--- src/rtl/morse_pkg.sv ---
// Shared element codes, FSM state encoding and width helper for the Morse decoder.
package morse_pkg;

  localparam logic [1:0] ELEM_NONE = 2'b00;
  localparam logic [1:0] ELEM_DOT  = 2'b01;
  localparam logic [1:0] ELEM_DASH = 2'b10;

  typedef enum logic [1:0] {
    IDLE  = 2'd0,
    MARK  = 2'd1,
    SPACE = 2'd2
  } state_e;

  // Width needed to hold an element count of 0..max_elems.
  function automatic int unsigned len_w(input int unsigned max_elems);
    return $clog2(max_elems + 1);
  endfunction

endpackage

--- src/rtl/morse_tick_gen.sv ---
// Key-line synchroniser and free-running sample tick enable.
module morse_tick_gen #(
  parameter int unsigned CLK_DIV = 4
) (
  input  logic clk,
  input  logic rst,
  input  logic serial_inp,
  output logic key_s,
  output logic tick
);

  localparam int unsigned DIV_W = (CLK_DIV > 1) ? $clog2(CLK_DIV) : 1;
  localparam logic [DIV_W-1:0] LAST = DIV_W'(CLK_DIV - 1);

  logic [1:0]       sync_q;
  logic [DIV_W-1:0] div_cnt;
  logic [DIV_W-1:0] div_nx;

  always_comb div_nx = (div_cnt == LAST) ? '0 : div_cnt + DIV_W'(1);

  // tick is high for the one clk in which div_cnt sits at CLK_DIV-1
  always_ff @(posedge clk) begin
    if (!rst) begin
      sync_q  <= '0;
      div_cnt <= '0;
      tick    <= 1'b0;
    end else begin
      sync_q  <= {sync_q[0], serial_inp};
      div_cnt <= div_nx;
      tick    <= (div_nx == LAST);
    end
  end

  assign key_s = sync_q[1];

endmodule

--- src/rtl/morse_element_decoder.sv ---
// Classifies keyed marks into dots/dashes, assembles letters and flags letter/word gaps.
module morse_element_decoder
  import morse_pkg::*;
#(
  parameter int unsigned CLK_DIV       = 4,
  parameter int unsigned CNT_W         = 8,
  parameter int unsigned DASH_TH       = 2,
  parameter int unsigned LETTER_GAP_TH = 2,
  parameter int unsigned WORD_GAP_TH   = 5,
  parameter int unsigned MAX_ELEMS     = 6
) (
  input  logic                           clk,
  input  logic                           rst,
  input  logic                           serial_inp,
  output logic                           elem_valid,
  output logic [1:0]                     elem_code,
  output logic                           letter_valid,
  input  logic                           letter_ready,
  output logic [MAX_ELEMS-1:0]           letter_bits,
  output logic [len_w(MAX_ELEMS)-1:0]    letter_len,
  output logic                           letter_err,
  output logic                           word_gap,
  output logic                           overrun
);

  localparam int unsigned LEN_W = len_w(MAX_ELEMS);
  localparam logic [CNT_W-1:0] CNT_MAX = '1;

  logic key_s;
  logic tick;

  morse_tick_gen #(.CLK_DIV(CLK_DIV)) u_tick_gen (
    .clk        (clk),
    .rst        (rst),
    .serial_inp (serial_inp),
    .key_s      (key_s),
    .tick       (tick)
  );

  state_e               state, state_nx;
  logic [CNT_W-1:0]     mark_cnt, mark_nx;
  logic [CNT_W-1:0]     space_cnt, space_nx;
  logic [MAX_ELEMS-1:0] elem_buf, buf_nx;
  logic [LEN_W-1:0]     elem_cnt, ecnt_nx;
  logic                 err_flag, err_nx;
  logic                 word_armed, armed_nx;
  logic                 elem_valid_nx;
  logic [1:0]           elem_code_nx;
  logic                 letter_valid_nx;
  logic [MAX_ELEMS-1:0] bits_nx;
  logic [LEN_W-1:0]     len_nx;
  logic                 lerr_nx;
  logic                 word_gap_nx;
  logic                 overrun_nx;
  logic                 is_dash;

  always_ff @(posedge clk) begin
    if (!rst) begin
      state        <= IDLE;
      mark_cnt     <= '0;
      space_cnt    <= '0;
      elem_buf     <= '0;
      elem_cnt     <= '0;
      err_flag     <= 1'b0;
      word_armed   <= 1'b0;
      elem_valid   <= 1'b0;
      elem_code    <= ELEM_NONE;
      letter_valid <= 1'b0;
      letter_bits  <= '0;
      letter_len   <= '0;
      letter_err   <= 1'b0;
      word_gap     <= 1'b0;
      overrun      <= 1'b0;
    end else begin
      state        <= state_nx;
      mark_cnt     <= mark_nx;
      space_cnt    <= space_nx;
      elem_buf     <= buf_nx;
      elem_cnt     <= ecnt_nx;
      err_flag     <= err_nx;
      word_armed   <= armed_nx;
      elem_valid   <= elem_valid_nx;
      elem_code    <= elem_code_nx;
      letter_valid <= letter_valid_nx;
      letter_bits  <= bits_nx;
      letter_len   <= len_nx;
      letter_err   <= lerr_nx;
      word_gap     <= word_gap_nx;
      overrun      <= overrun_nx;
    end
  end

  // Next-state and registered-output logic; run-length updates only on tick.
  always_comb begin
    state_nx        = state;
    mark_nx         = mark_cnt;
    space_nx        = space_cnt;
    buf_nx          = elem_buf;
    ecnt_nx         = elem_cnt;
    err_nx          = err_flag;
    armed_nx        = word_armed;
    elem_valid_nx   = 1'b0;
    elem_code_nx    = ELEM_NONE;
    letter_valid_nx = letter_valid && !letter_ready;
    bits_nx         = letter_bits;
    len_nx          = letter_len;
    lerr_nx         = letter_err;
    word_gap_nx     = 1'b0;
    overrun_nx      = overrun;
    is_dash         = (mark_cnt >= CNT_W'(DASH_TH));

    if (tick) begin
      unique case (state)
        IDLE: begin
          if (key_s) begin
            state_nx = MARK;
            mark_nx  = CNT_W'(1);
          end
        end
        MARK: begin
          if (key_s) begin
            if (mark_cnt != CNT_MAX) mark_nx = mark_cnt + CNT_W'(1);
          end else begin
            elem_valid_nx = 1'b1;
            elem_code_nx  = is_dash ? ELEM_DASH : ELEM_DOT;
            if (elem_cnt < LEN_W'(MAX_ELEMS)) begin
              buf_nx[elem_cnt] = is_dash;
              ecnt_nx          = elem_cnt + LEN_W'(1);
            end else begin
              err_nx = 1'b1;
            end
            state_nx = SPACE;
            space_nx = CNT_W'(1);
          end
        end
        SPACE: begin
          if (key_s) begin
            state_nx = MARK;
            mark_nx  = CNT_W'(1);
          end else begin
            if (space_cnt != CNT_MAX) space_nx = space_cnt + CNT_W'(1);
            if (space_nx == CNT_W'(LETTER_GAP_TH)) begin
              // a letter arriving on the same clk as an accept is not an overrun
              if (!letter_valid || letter_ready) begin
                letter_valid_nx = 1'b1;
                bits_nx         = elem_buf;
                len_nx          = elem_cnt;
                lerr_nx         = err_flag;
                armed_nx        = 1'b1;
              end else begin
                overrun_nx = 1'b1;
              end
              buf_nx  = '0;
              ecnt_nx = '0;
              err_nx  = 1'b0;
            end
            if (space_nx == CNT_W'(WORD_GAP_TH)) begin
              if (word_armed) begin
                word_gap_nx = 1'b1;
                armed_nx    = 1'b0;
              end
              state_nx = IDLE;
            end
          end
        end
        default: state_nx = IDLE;
      endcase
    end
  end

endmodule

--- config.mk ---
export PLATFORM = sky130hd
export DESIGN_NAME = morse_element_decoder
export DESIGN_NICKNAME = d
export VERILOG_FILES = /design/src/rtl/morse_pkg.sv /design/src/rtl/morse_tick_gen.sv /design/src/rtl/morse_element_decoder.sv
export SDC_FILE = /design/constraint.sdc
export NUM_CORES = 1
export LEC_CHECK = 0
export CELL_PAD_IN_SITES_DETAIL_PLACEMENT = 1
export CELL_PAD_IN_SITES_GLOBAL_PLACEMENT = 1
export CORE_MARGIN = 4
export CORE_UTILIZATION = 47
export CTS_BUF_LIST = sky130_fd_sc_hd__clkbuf_4 sky130_fd_sc_hd__clkbuf_8
export DETAILED_ROUTE_END_ITERATION = 7
export DONT_BUFFER_PORTS = 1
export GPL_TIMING_DRIVEN = 0
export PLACE_DENSITY_LB_ADDON = 0.3
export SYNTH_ARGS = -nofsm -noshare
export SYNTH_HDL_FRONTEND = slang
export SYNTH_SLANG_ARGS = --single-unit
--- constraint.sdc ---
create_clock -name clk -period 2.5 [get_ports clk]
set_input_delay 0 -clock clk [delete_from_list [all_inputs] [get_ports clk]]
set_output_delay 0 -clock clk [all_outputs]
set_load 0.02 [all_outputs]
## Yosys cells after proc, flatten, opt, wreduce, memory -nomap -nowiden

Index checks and enable logic that the tools add are counted.

- Add/subtract/negate cells: 4
- Multiplexer cells: 47
- Reductions and logical operators: 20
- Bitwise gates (word level): 7
- Equality and inequality tests: 18
- $lt $le $gt $ge: 4
- Div/mod/pow operators: 0
- Shifts and indexed selects: 0
- $mul: 0

Operator list:

| cell | number |
|---|---|
| 2-to-1 mux 8 bit | 9 |
| case mux 8 bit (2 select lines) | 2 |
| 2-to-1 mux 6 bit | 4 |
| adder 8 x 1 -> 8 bit (second input constant) | 2 |
| 2-to-1 mux 1 bit | 16 |
| != test 8 bit (second input constant) | 2 |
| AND reduction 5 bit | 3 |
| 2-to-1 mux 2 bit | 6 |
| 2-to-1 mux 3 bit | 4 |
| != test 2 bit (second input constant) | 6 |
| case mux 6 bit (2 select lines) | 1 |
| AND reduction 6 bit | 2 |
| equality test 8 x 2 -> 1 bit (second input constant) | 1 |
| equality test 8 x 3 -> 1 bit (second input constant) | 1 |
| greater-or-equal comparator 8 x 2 -> 1 bit (second input constant) | 1 |
| AND reduction 4 bit | 2 |
| inverter 1 bit | 7 |
| bitwise mux 6 bit | 1 |
| equality test 2 bit (second input constant) | 3 |
| != test 2 x 1 -> 1 bit (second input constant) | 3 |
| case mux 2 bit (3 select lines) | 1 |
| case mux 3 bit (2 select lines) | 1 |
| AND reduction 3 bit | 2 |
| OR reduction 5 bit | 1 |
| other kinds (16) | 19 |

- Bits in registers: 50
- Word-level logic and storage cells: 118
- Memories kept: 0
- Latch bits: 0
- Memory bits (writable): 0
- Bits in read-only memories: 0

## Logic depth before layout (Yosys ltp)

- Depth after elaboration: 10
- Depth in mapped cells: 7

## By module

From an unflattened synthesis, not the netlist that was laid out.

- Cell total of the unflattened synthesis: 286
- Area, all modules: 2482.4 um2

Modules (own cells, without submodules):

| module | area each (um2) | cells an instance | instances | sequential area each (um2) |
|---|---|---|---|---|
| morse_element_decoder | 2316.0 | 273 | 1 | 900.9 |
| morse_tick_gen | 166.4 | 13 | 1 | 100.1 |

## Worst setup path before layout

Ideal clock, no wire load.

- Path type: reg2reg
- Start: register space_cnt[0]
- End: register letter_bits[0]
- Path buffers: 1
- Library setup time: 72 ps
- Cell stages (with the launch flop): 8
- Arrival time: 1816 ps
- Clock period less this slack: 1888 ps
- Path slack: 612 ps
- Cell sequence: dfxtp_1 -> ha_1 -> nand3_1 -> a211o_1 -> a22oi_4 -> and3_4 -> buf_12 -> mux2i_1

- Word-level cells in the longest chain between the ends: 7
- Elaborated cells between the ends (all ways): 8
- Classes of those cells: add/sub (1); eq/ne (2); mux (4); reduce/logical (1)

RTL lines:

| element | line | source |
|---|---|---|
| start, declared | morse_element_decoder.sv:42 | `logic [CNT_W-1:0] space_cnt, space_nx;` |
| start signal, assigned | morse_element_decoder.sv:77 | `space_cnt <= space_nx;` |
| adder 8 x 1 -> 8 bit or != test 8 bit (tied branches) | morse_element_decoder.sv:141 | `if (space_cnt != CNT_MAX) space_nx = space_cnt + CNT_W'(1);` |
| 2-to-1 mux 8 bit (*) | morse_element_decoder.sv:141 |  |
| 2-to-1 mux 8 bit (*) | morse_element_decoder.sv:137 | `if (key_s) begin` |
| 2-to-1 mux 8 bit (*) | morse_element_decoder.sv:113 | `unique case (state)` |
| 2-to-1 mux 8 bit (*) | morse_element_decoder.sv:112 | `if (tick) begin` |
| equality test 8 x 2 -> 1 bit (*) | morse_element_decoder.sv:142 | `if (space_nx == CNT_W'(LETTER_GAP_TH)) begin` |
| AND reduction 5 bit (no line) (*) | n/a |  |
| end signal, assigned | morse_element_decoder.sv:85 | `letter_bits <= bits_nx;` |
| end, declared | morse_element_decoder.sv:19 | `output logic [MAX_ELEMS-1:0] letter_bits,` |

Every way passes the cells marked *; elsewhere a longest branch is shown, timed or not. The select of a mux whose other input is x is not followed.
A chain may end at the register's enable or synchronous reset.

## Final worst setup path

- Start: register state[0]
- End: register elem_buf[3]

- Word-level cells in the longest chain between the ends: 3
- Elaborated cells between the ends (all ways): 9
- Classes of those cells: eq/ne (6); mux (1); reduce/logical (2)

RTL lines:

| element | line | source |
|---|---|---|
| start, declared | morse_element_decoder.sv:40 | `state_e state, state_nx;` |
| start signal, assigned | morse_element_decoder.sv:75 | `state <= state_nx;` |
| equality test 2 bit or equality test 2 x 1 -> 1 bit (tied branches) | morse_element_decoder.sv:113 |  |
| != test 2 bit (no line) or nonzero test 2 bit (tied branches) | n/a |  |
| AND reduction 6 bit (no line) | n/a |  |
| end signal, assigned | morse_element_decoder.sv:78 | `elem_buf <= buf_nx;` |
| end, declared | morse_element_decoder.sv:43 | `logic [MAX_ELEMS-1:0] elem_buf, buf_nx;` |

Several ways; a longest one is shown, not always the timed one.

==> reports/qor.yml <==
power:
  ir_drop_uv: 281
  powerDensity_nw_per_um2: 537
  power.leakage_nw: 1.02
final_layout:
  num_antenna_cells: 0
  drive_gt1_share_pct: 10.2
  final_cell_area_sq_um: 2720
  syn2layout_area_growth_pct: 9.30
  final_nets: 294
synthesis:
  yosys_warnings: 0
  synth_compound_area_share_pct: 13.7
  async_flop_share_pct: 0
  synth_top_family_by_area: "simple AND/OR/NAND/NOR gates"
  synth.largest_area_cell: "dfxtp_1"
  synthAdderAreaFrac_pct: 4.02
  synthFlopType: "dfxtp_1"
  synth.area.top_cells: "dfxtp_1, nand2_1, mux2i_1, ha_1, nand3_1"
  synth_cell_type_count: 56
  syn-num-nets: 284
  synth_cells: 272
  yosys.area_share.simple_pct: 26.7
  syn_avg_cell_area_sq_um: 9.15
  synth_edf_count: 0
  synthMuxAreaShare_pct: 5.33
  synth_seq_area_share_pct: 40.2
  synth.most_common_cell: "dfxtp_1"
  synth_area_sq_um: 2490
  ys_seq_elements: 50
  synth_common_cells: "dfxtp_1, nand2_1, nor2_1"
  yosys.area_share.xor_xnor_pct: 3.52
  synth_top_cell_area_share_pct: 40.2
critical_path:
  worstPathRequired_ps: 2690
  worstSetupStartpointType: "register"
  worstPathArrival_ps: 2450
  path_max_fanout: 10
  critPathCaptureType: "register"
  worst-setup-path-type: "reg -> reg"
clocking:
  clk_path_buf_depth: 2
  numCtsBuffers: 5
  cts_tree: "built"
  clk_pin_slew_ps: 90
  ctsResizeCount: 0
  htree_num_levels: 2
  clock_latency_ps: 300
  cts.sinks: 50
  cts-root-buf: "clkbuf_8"
  post-cts-setup-buffers: 0
placement:
  placed_area_sq_um: 2580
  portBuffers: 0
  dp_hpwl_mm: 4.37
  gp_congestion: 0.858
detailed_routing:
  vias: 2043
  postRouteAntennaNets: 0
  drt_iter0_markers: 75
  post_drt_via_cell_ratio: 5.79
  routedWlPerCell_um: 17.5
  first_pass_iters: 4
  drc_errors: 0
  wl_mm: 6.18
timing:
  maxSlewHeadroom_pct: 49.4
  hold_viol: 0
  rsz0062_at_grt: "false"
  setup_tns_ps: 0
  period_share_pct: 90.3
  fmax_mhz: 443
  drv_slew: 0
  period_minus_slack_ps: 2260
  tightest_slew_ps: 757
  skew_ps: 4.42
  finalSetupViolations: 0
global_route:
  first_global_vias: 2166
  grt.total_usage_pct: 20.4
  grt_use_met1_pct: 25.1
  grt_max_degree: 15
  antenna_found_initial: 0
  grt_pass1_wl_mm: 10.4
  use_met2_pct: 36.9
  grtUsageMet3_pct: 3.66
  grt_overflow: 0
  top_usage_layer: "met2"
floorplan:
  core_sq_um: 5110
  fp.dieH_um: 80.8
  num_rows: 26
  die_w_um: 80.8
  start_util_pct: 48.7
  dieArea_sq_um: 6520
  io_pins: 20
outcome:
  status: "finished, final reports clean"
job:
  maxCapViolations: 0
hold_path:
  hp-class: "in -> reg"
-- power by group --
group          switching (mW)  internal, mW  total [mW]
Sequential            0.00544         0.803       0.809
Combinational          0.0338        0.0206      0.0544
Clock                   0.276         0.322       0.598
Total                   0.315          1.15        1.46
-- layout make-up --
class / instances / area [sq um]
fill: 603 / 2390
multi-input combinational: 199 / 1330
sequential: 50 / 1000
buffer: 17 / 139
tap: 70 / 87.6
clock buffer: 7 / 83.8
clock inverter: 1 / 30.0
timing repair buffer: 3 / 30.0
inverter: 6 / 22.5
-- path summary, 6_finish.rpt --
| check | endpoint | slack (ps) | cells after the start | startpoint |
|---|---|---|---|---|
| max | elem_buf[3] | 240 | 6 | state[0] |
| min | u_tick_gen.sync_q[0] | 340 | 2 | serial_inp |
| max reg2reg | elem_buf[3] | 240 | 6 | state[0] |
| min reg2reg | u_tick_gen.sync_q[1] | 450 | 1 | u_tick_gen.sync_q[0] |
-- state kept, by name, summed over array words and instances, names as in the netlist, 3 cells and up --
signal       cells
mark_cnt         8
space_cnt        8
elem_buf         6
letter_bits      6
elem_cnt         3
letter_len       3
-- cells in the final DEF, fill, tap and decap left out, types with 4 or more instances in the layout --
| master | Yosys | layout |
|---|---|---|
| a21oi_1 | 7 | 7 |
| a31oi_1 | 5 | 5 |
| and2_1 | 8 | 8 |
| and3_1 | 5 | 5 |
| and4_1 | 5 | 5 |
| buf_6 | 5 | 5 |
| clkbuf_1 | 5 | 5 |
| clkbuf_8 | 0 | 5 |
| dfxtp_1 | 50 | 50 |
| ha_1 | 8 | 8 |
| inv_1 | 6 | 6 |
| mux2i_1 | 11 | 11 |
| nand2_1 | 37 | 37 |
| nand3_1 | 14 | 14 |
| nand4_1 | 7 | 7 |
| nor2_1 | 15 | 15 |
| nor2b_1 | 6 | 6 |
| nor3_1 | 4 | 4 |
| nor3b_1 | 5 | 5 |
| o21ai_0 | 7 | 7 |
| o22ai_1 | 6 | 6 |
| xor2_1 | 8 | 8 |
-- critical path, stage by stage, from the launching register on --
cell and delay, ps:
dfxtp_1 370, clkbuf_1 390, inv_1 220, nor3b_1 680
nand4b_1 250, nand3_1 150, o22ai_1 90
-- stage by stage --
stage	std cells	total power, mW	setup slack [ps]	util, %	hold slack (ps)
3_3_place_gp	342	0.876	364	50.4	131
4_1_cts	353	1.47	209	53.3	338
3_5_place_dp	342	0.878	336	50.4	135
6_report	353	1.46	243	53.3	343
5_1_grt	353	1.51	119	53.3	351
2_1_floorplan	272	0.862	612	-	127
-- cells by family after synthesis --
family | count (synthesis)
flops | 50
compound gates | 47
simple gates | 122
fa+ha+maj | 8
buf+inv | 23
mux | 12
xor+xnor | 10
-- metal layers --
| metal | wire, um | vias up | part of all wire (%) |
|---|---|---|---|
| met5 | 0 | - | 0 |
| met4 | 38 | 0 | 0.62 |
| met3 | 148 | 6 | 2.4 |
| met2 | 3200 | 23 | 52 |
| met1 | 2790 | 1022 | 45 |
| li1 | - | 992 | - |
-- timing repair --
action / in CTS / in global routing
endpoints found under the hold margin: 3 / 0
setup endpoints to repair: 0 / 0
hold buffers: 3 / 0
Power figures use the tool's default switching activity.
